<file path="src/rtl/mem_rmw_ctrl.sv">
// rtl/mem_rmw_ctrl.sv - data-memory access controller with sub-word read-modify-write
// Sits in front of a word-only RAM; sub-word stores merge into the word read back one cycle earlier.
module mem_rmw_ctrl #(
  parameter int MEM_WORDS = 4096
) (
  input  logic        clk,
  input  logic        rst,
  input  logic        req_i,
  input  logic        we_i,
  input  logic [1:0]  size_i,
  input  logic        unsigned_i,
  input  logic [31:0] addr_i,
  input  logic [31:0] wdata_i,
  output logic        ready_o,
  output logic        done_o,
  output logic        err_o,
  output logic [31:0] rdata_o,
  output logic        ram_wr_en_o,
  output logic [31:0] ram_addr_o,
  output logic [31:0] ram_data_o,
  input  logic [31:0] ram_data_i
);

  typedef enum logic [2:0] {S_IDLE, S_READ, S_LOAD, S_WRITE, S_DONE} state_t;

  localparam logic [29:0] WORD_LIMIT = 30'(MEM_WORDS);

  state_t      state, state_nxt;
  logic        we_q, uns_q, err_q, req_err, accept;
  logic [1:0]  size_q;
  logic [31:0] addr_q, wdata_q, merge_q, rdata_q;
  logic [31:0] wr_word, lane_shifted, load_word;

  assign accept = (state == S_IDLE) && req_i;

  always_comb begin
    req_err = (size_i == 2'b11)
           || (size_i == 2'b01 && addr_i[0])
           || (size_i == 2'b10 && addr_i[1:0] != 2'b00)
           || (addr_i[31:2] >= WORD_LIMIT);
  end

  always_ff @(posedge clk) begin
    if (rst) state <= S_IDLE;
    else     state <= state_nxt;
  end

  always_comb begin
    state_nxt = state;
    case (state)
      S_IDLE: begin
        if (req_i) begin
          if (req_err)              state_nxt = S_DONE;
          else if (!we_i)           state_nxt = S_LOAD;
          else if (size_i == 2'b10) state_nxt = S_WRITE;
          else                      state_nxt = S_READ;
        end
      end
      S_READ:  state_nxt = S_WRITE;
      S_LOAD:  state_nxt = S_DONE;
      S_WRITE: state_nxt = S_DONE;
      S_DONE:  state_nxt = S_IDLE;
      default: state_nxt = S_IDLE;
    endcase
  end

  // Write and done are gated by rst so an abandoned access leaves no trace.
  always_comb begin
    ready_o     = (state == S_IDLE);
    done_o      = (state == S_DONE) && !rst;
    err_o       = (state == S_DONE) && !rst && err_q;
    ram_wr_en_o = (state == S_WRITE) && !rst;
    ram_data_o  = (state == S_WRITE) ? wr_word : 32'h0;
  end

  always_comb begin
    wr_word = merge_q;
    if (size_q == 2'b00) begin
      case (addr_q[1:0])
        2'd0: wr_word[7:0]   = wdata_q[7:0];
        2'd1: wr_word[15:8]  = wdata_q[7:0];
        2'd2: wr_word[23:16] = wdata_q[7:0];
        default: wr_word[31:24] = wdata_q[7:0];
      endcase
    end else if (size_q == 2'b01) begin
      if (addr_q[1]) wr_word[31:16] = wdata_q[15:0];
      else           wr_word[15:0]  = wdata_q[15:0];
    end else begin
      wr_word = wdata_q;
    end
  end

  always_comb begin
    lane_shifted = ram_data_i >> {addr_q[1:0], 3'b000};
    case (size_q)
      2'b00:   load_word = uns_q ? {24'h0, lane_shifted[7:0]}
                                 : {{24{lane_shifted[7]}}, lane_shifted[7:0]};
      2'b01:   load_word = uns_q ? {16'h0, lane_shifted[15:0]}
                                 : {{16{lane_shifted[15]}}, lane_shifted[15:0]};
      default: load_word = ram_data_i;
    endcase
  end

  always_ff @(posedge clk) begin
    if (rst) begin
      we_q    <= 1'b0;
      uns_q   <= 1'b0;
      err_q   <= 1'b0;
      size_q  <= 2'b00;
      addr_q  <= 32'h0;
      wdata_q <= 32'h0;
      merge_q <= 32'h0;
      rdata_q <= 32'h0;
    end else begin
      if (accept) begin
        we_q    <= we_i;
        uns_q   <= unsigned_i;
        err_q   <= req_err;
        size_q  <= size_i;
        addr_q  <= addr_i;
        wdata_q <= wdata_i;
      end
      if (state == S_READ) merge_q <= ram_data_i;
      if (state == S_LOAD) rdata_q <= load_word;
    end
  end

  assign rdata_o    = rdata_q;
  assign ram_addr_o = {addr_q[31:2], 2'b00};

endmodule

</file>
<file path="config.mk">
export PLATFORM = sky130hd
export DESIGN_NAME = mem_rmw_ctrl
export DESIGN_NICKNAME = d
export VERILOG_FILES = /design/src/rtl/mem_rmw_ctrl.sv
export SDC_FILE = /design/constraint.sdc
export NUM_CORES = 1
export LEC_CHECK = 0
export CAP_MARGIN = 20
export CORE_ASPECT_RATIO = 1.4
export CORE_UTILIZATION = 50
export DETAILED_ROUTE_END_ITERATION = 8
export GPL_TIMING_DRIVEN = 0
export PLACE_DENSITY = 0.88
export REMOVE_ABC_BUFFERS = 1
export SYNTH_ARGS = -nofsm -noshare
export SYNTH_HDL_FRONTEND = slang
export SYNTH_SLANG_ARGS = --single-unit
</file>
<file path="constraint.sdc">
create_clock -name clk -period 3 [get_ports clk]
set_clock_uncertainty 0.2 [all_clocks]
set_input_delay 0.3 -clock clk [delete_from_list [all_inputs] [get_ports clk]]
set_output_delay 0.3 -clock clk [all_outputs]
set_load 0.02 [all_outputs]
</file>
==> metrics.yaml, run 1 <==
drc: 0
p_comb_share_pct: 13.1
final_antenna_net_count: 0
critPathLaunchType: "register"
syn_inst: 823
slew_violations: 0
postSynth.topFlopCell: "dfxtp_1"
synth-async-reset-ratio_pct: 0
synth_cell_types: 49
dpl.hpwl_mm: 13.1
numCtsBuffers: 17
ys_ff_latch: 135
clock_path_buffers: 2
wire_per_inst_um: 17.5
peakVddDrop_mv: 0.386
dr_total_vias: 6390
r2r_setup_slack_ps: 670
grt_pass1_vias: 6080
switching_share_pct: 25.2
clock_latency_ps: 420
end_kind: "primary output"
die_height_um: 136
clock-sinks: 135
final_hold_viol_count: 0
min_period_over_period_pct: 99.1
p_int_mw: 3.64
placed_area_um2: 8160
timing.fmax_mhz: 336
ys_seq_area_share_pct: 42.3
antenna_found_initial: 0
overflow: 0
critPathArrivalTime_ps: 2470
critPathKind: "register to primary output"
num_rows: 48
outcome: "completed"
drt_iter0_drc: 503
cts_root_buf: "clkbuf_16"
synth_edf_count: 0
die_area_um2: 13200
gp_congestion: 0.813
fillers: 940
finalSetupViolations: 0
final_layout_size_suffix_gt1_share_pct: 9.07
netSwitchingPower_mw: 1.23
crit_required_ps: 2500
num_io_pins: 203
synth_area_per_cell_um2: 7.76
grt.total_usage_pct: 28.7
portBuffers: 200
areaGrowthSynthToFinish_pct: 39.3
max_cap_violations: 0
critPathMaxFanout: 35
leakage_nw: 3.18
whs_ps: 220
worstMarginPinSlew_ps: 1150
clk_pin_slew_ps: 60
initial_utilization_pct: 51.6
cts_tree: "built"
dp_slack_ps: -688
relSlewSlack_pct: 23.2
final_cell_area_um2: 8900
power_frac_seq_pct: 39.5
die_x_um: 97.5
drtPass1Iterations: 5
ys_warn_count: 0
p_clk_share_pct: 47.5
h-tree-depth: 4
hp-class: "input pin to register"
grt_max_degree: 76
nets: 1060
antenna_cells: 0
grt_pass1_wl_mm: 30.4
post_drt_via_cell_ratio: 5.71
power.density_nw_per_um2: 546
core_area_um2: 12400
routed_wl_mm: 19.7
final.setup.worst_slack_ps: 27.4
fin_crit_ps: 2970
syn_area_um2: 6390
==> cells by family (layout without fill, tap and decap cells) <==
| family | Yosys count | after routing | share of synthesized area (%) |
|---|---|---|---|
| xor+xnor | 1 | 1 | 0.137 |
| simple gates | 329 | 329 | 21.0 |
| mux | 26 | 26 | 4.07 |
| buf+inv | 111 | 257 | 9.97 |
| other cells | 1 | 2 | 0.0587 |
| flops | 135 | 135 | 42.3 |
| compound gates | 220 | 220 | 22.4 |
==> sequential cells by signal, summed over array words and instances, names as in the netlist <==
register / flops
addr_q: 32
err_q: 1
merge_q: 32
rdata_o: 32
size_q: 2
state: 3
uns_q: 1
wdata_q: 32
==> per-stage QoR <==
stage	power, mW	std cells	TNS (ps)	utilization [%]
floorplan	2.22	725	0	-
global placement	2.54	1075	-263540	64.6
detailed placement	2.56	1083	-8350	65.9
CTS	4.85	1117	0	71.6
global route	5.01	1120	-17.0	71.9
finish	4.86	1120	0	71.9
==> final cells by class <==
| class | instances | area, um2 | share of cell area (%) |
|---|---|---|---|
| Clock buffer | 17 | 425 | 4.78 |
| Clock inverter | 15 | 225 | 2.53 |
| Inverter | 12 | 52.6 | 0.591 |
| Multi-Input combinational cell | 578 | 3120 | 35.1 |
| Sequential cell | 135 | 2720 | 30.5 |
| Tap cell | 150 | 188 | 2.11 |
| Timing Repair Buffer | 213 | 2170 | 24.4 |
==> metal layers <==
| metal | routed length, um | global-route usage (%) |
|---|---|---|
| met2 | 9930 | 50.1 |
| met5 | 0 | 0 |
| met4 | 830 | 15.4 |
| met1 | 7560 | 31.8 |
| met3 | 1330 | 7.53 |
==> worst max-delay path, cell delays in order, from the launching register on <==
cell,delay (ps)
dfxtp_2,420
buf_16,210
inv_8,190
nand3_2,220
and2_2,320
a211oi_1,350
clkdlybuf4s15_2,320
==> placed cells by master, fill, tap and decap left out, types with 11 or more instances in the layout <==
master | netlist | routed
dfxtp_1 | 135 | 131
a211oi_1 | 45 | 42
clkdlybuf4s50_1 | 0 | 183
nand2_1 | 224 | 223
a22o_1 | 15 | 15
mux2i_1 | 26 | 26
clkbuf_16 | 0 | 17
a21oi_1 | 108 | 108
nor2_1 | 67 | 67
nor3_1 | 11 | 11
==> path summary, 6_finish.rpt <==
check	to	from	depth (start not counted)
setup / recovery	ram_data_o[8]	size_q[1]	6
hold / removal	addr_q[17]	rst	2
setup reg to reg	rdata_o[14]	addr_q[0]	4
hold reg to reg	addr_q[8]	addr_q[8]	2
==> Yosys cell counts, types with 3 or more instances <==
cell type | count | share of area (%)
a211oi_1 | 45 | 5.3
a211oi_2 | 3 | 0.59
a21oi_1 | 108 | 8.5
a21oi_2 | 3 | 0.41
a221oi_1 | 8 | 1.1
a22o_1 | 15 | 2.1
a22oi_1 | 8 | 0.94
and2_1 | 3 | 0.29
buf_2 | 10 | 0.78
buf_4 | 39 | 4.6
buf_6 | 3 | 0.53
clkbuf_1 | 44 | 2.6
dfxtp_1 | 135 | 42
inv_1 | 9 | 0.53
inv_2 | 3 | 0.18
mux2i_1 | 26 | 4.1
nand2_1 | 224 | 13
nor2_1 | 67 | 3.9
nor2b_1 | 3 | 0.29
nor3_1 | 11 | 0.86
nor4_1 | 7 | 0.69
o21ai_0 | 4 | 0.31
o22ai_1 | 8 | 0.78
o2bb2ai_1 | 8 | 1.1
==> repair_timing <==
item,in CTS,in global routing
resized for setup,43,15
pin swaps,0,1
setup endpoints to repair,33,21
setup buffers,2,3
hold buffers,0,0
==> power by group through the flow <==
stage | Clock [mW] | Sequential, mW | Combinational [mW]
2_1_floorplan | 0 | 1.98 | 0.245
3_3_place_gp | 0 | 1.96 | 0.581
3_5_place_dp | 0 | 1.96 | 0.606
4_1_cts | 2.32 | 1.92 | 0.619
5_1_grt | 2.40 | 1.93 | 0.680
6_report | 2.31 | 1.92 | 0.635
(Power assumes the default switching activity.)
==> run 2, diff against run 1 <==
clock period = 3.8 ns   (was 3 ns; I/O delays follow)
==> metrics.yaml, run 2 (synthesized netlist as in run 1, its figures left out) <==
end_kind: "primary output"
gp_congestion: 0.813
setup_tns_ps: 0
critPathMaxFanout: 35
clock_latency_ps: 420
seq_area_um2: 2710
post-route-util_pct: 71.4
worstMarginPinSlew_ps: 1160
crit_required_ps: 3220
cts.hold.buffers_added: 0
r2r_end: "rdata_o[14]"
routed_wl_mm: 18.9
cp_slowest_stage_delay_ps: 690
nets: 1055
crit_slowest_cell: "clkdlybuf4s50_1"
crit_start: "size_q[1]"
die_height_um: 136
leakage_nw: 3.09
r2r_cells: 4
antenna_found_initial: 0
dr_total_vias: 6263
clock-sinks: 135
final_antenna_net_count: 0
finalSetupViolations: 0
cts_tree: "built"
final_cell_area_um2: 8830
timing.fmax_mhz: 271
critPathKind: "register to primary output"
slew_violations: 0
total_power_mw: 3.81
rsz0062_at_grt: "no"
initial_utilization_pct: 51.6
fillers: 958
antenna_cells: 0
grt_max_degree: 76
peakVddDrop_mv: 0.299
hp-class: "register to register"
cp-endpoint: "ram_data_o[12]"
drt_iter0_drc: 406
wire_per_inst_um: 17.0
post_cts_buffers: 0
final_cell_mix: "223 x nand2_1, 199 x clkdlybuf4s50_1, 132 x dfxtp_1"
critPathArrivalTime_ps: 3110
min_period_over_period_pct: 97.2
h-tree-depth: 4
drc: 0
areaGrowthSynthToFinish_pct: 38.2
cp_cell_sequence: "buf_16, inv_6, nand3_2, and2_1, a211oi_1, clkdlybuf4s50_1"
portBuffers: 200
drtPass1Iterations: 6
dp_slack_ps: 32.1
r2r_setup_slack_ps: 1370
timing.rr.start: "addr_q[0]"
numCtsBuffers: 17
grt.total_usage_pct: 28.3
grt_pass1_vias: 6040
grt_pass1_wl_mm: 29.9
relSlewSlack_pct: 22.4
overflow: 0
power.density_nw_per_um2: 432
outcome: "completed"
cts_root_buf: "clkbuf_16"
critPathLaunchType: "register"
dp.cells: 1083
final_layout_size_suffix_gt1_share_pct: 6.94
fin_crit_ps: 3690
final_hold_viol_count: 0
dpl.hpwl_mm: 13.1
core_area_um2: 12400
stdcell_count: 1115
die_area_um2: 13200
placed_area_um2: 8160
final.setup.worst_slack_ps: 107
clock_path_buffers: 2
post_drt_via_cell_ratio: 5.62
whs_ps: 251
clk_pin_slew_ps: 60
multiInputGateArea_um2: 3080
die_x_um: 97.5
num_rows: 48
layout_commonest_cell: "nand2_1"
num_io_pins: 203
max_cap_violations: 0
[run 2: cell count changes in the layout (fill, tap and decap cells not counted), moves of 2 or more]
| cell | change |
|---|---|
| a211oi_1 | +3 |
| a211oi_2 | -3 |
| a221oi_1 | +3 |
| a221oi_2 | -3 |
| buf_4 | -4 |
| clkbuf_2 | -4 |
| clkdlybuf4s15_2 | -3 |
| clkdlybuf4s50_1 | +16 |
| dfxtp_4 | -2 |
| dlygate4sd2_1 | -9 |
[run 2: final cells by class]
type / count / share of cell area, %
clock buffer: 17 / 4.82
tap: 150 / 2.13
sequential: 135 / 30.7
timing repair buffer: 208 / 24.4
multi-input combinational: 578 / 34.8
inverter: 12 / 0.567
clock inverter: 15 / 2.55
[run 2: routing by layer]
layer	GRT usage (%)	routed length, um	vias up
met5	0	0	-
met4	16.2	881	0
met3	7.28	1360	70
met2	48.6	9340	287
met1	31.7	7340	2870
li1	-	-	3036
[run 2: worst max-delay path: cells and delay by family (launching register included)]
kind | cells | cell delay [ps]
buffers and inverters | 3 | 1180
AND/OR/NAND/NOR | 2 | 570
flip-flops | 1 | 470
AO/OA/AOI/OAI | 1 | 460
[run 2: report_power, final]
| part | internal, mW | leakage (nW) | switching [mW] |
|---|---|---|---|
| clock network | 1.17 | 0.318 | 0.642 |
| logic | 0.231 | 1.67 | 0.256 |
| registers | 1.47 | 1.10 | 0.0504 |
[run 2: timing repair]
item,CTS,global route
pin swaps,0,0
endpoints found under the setup margin,16,5
resized for setup,6,3
[run 2: worst min-delay path by stage]
| stage | from | to | cells past startpoint |
|---|---|---|---|
| floorplan | merge_q[0] | merge_q[0] | 2 |
| global placement | wdata_q[20] | wdata_q[20] | 2 |
| detailed placement | wdata_q[27] | wdata_q[27] | 2 |
| CTS | addr_q[4] | addr_q[4] | 2 |
| global route | addr_q[20] | addr_q[20] | 2 |
| finish | addr_q[8] | addr_q[8] | 2 |
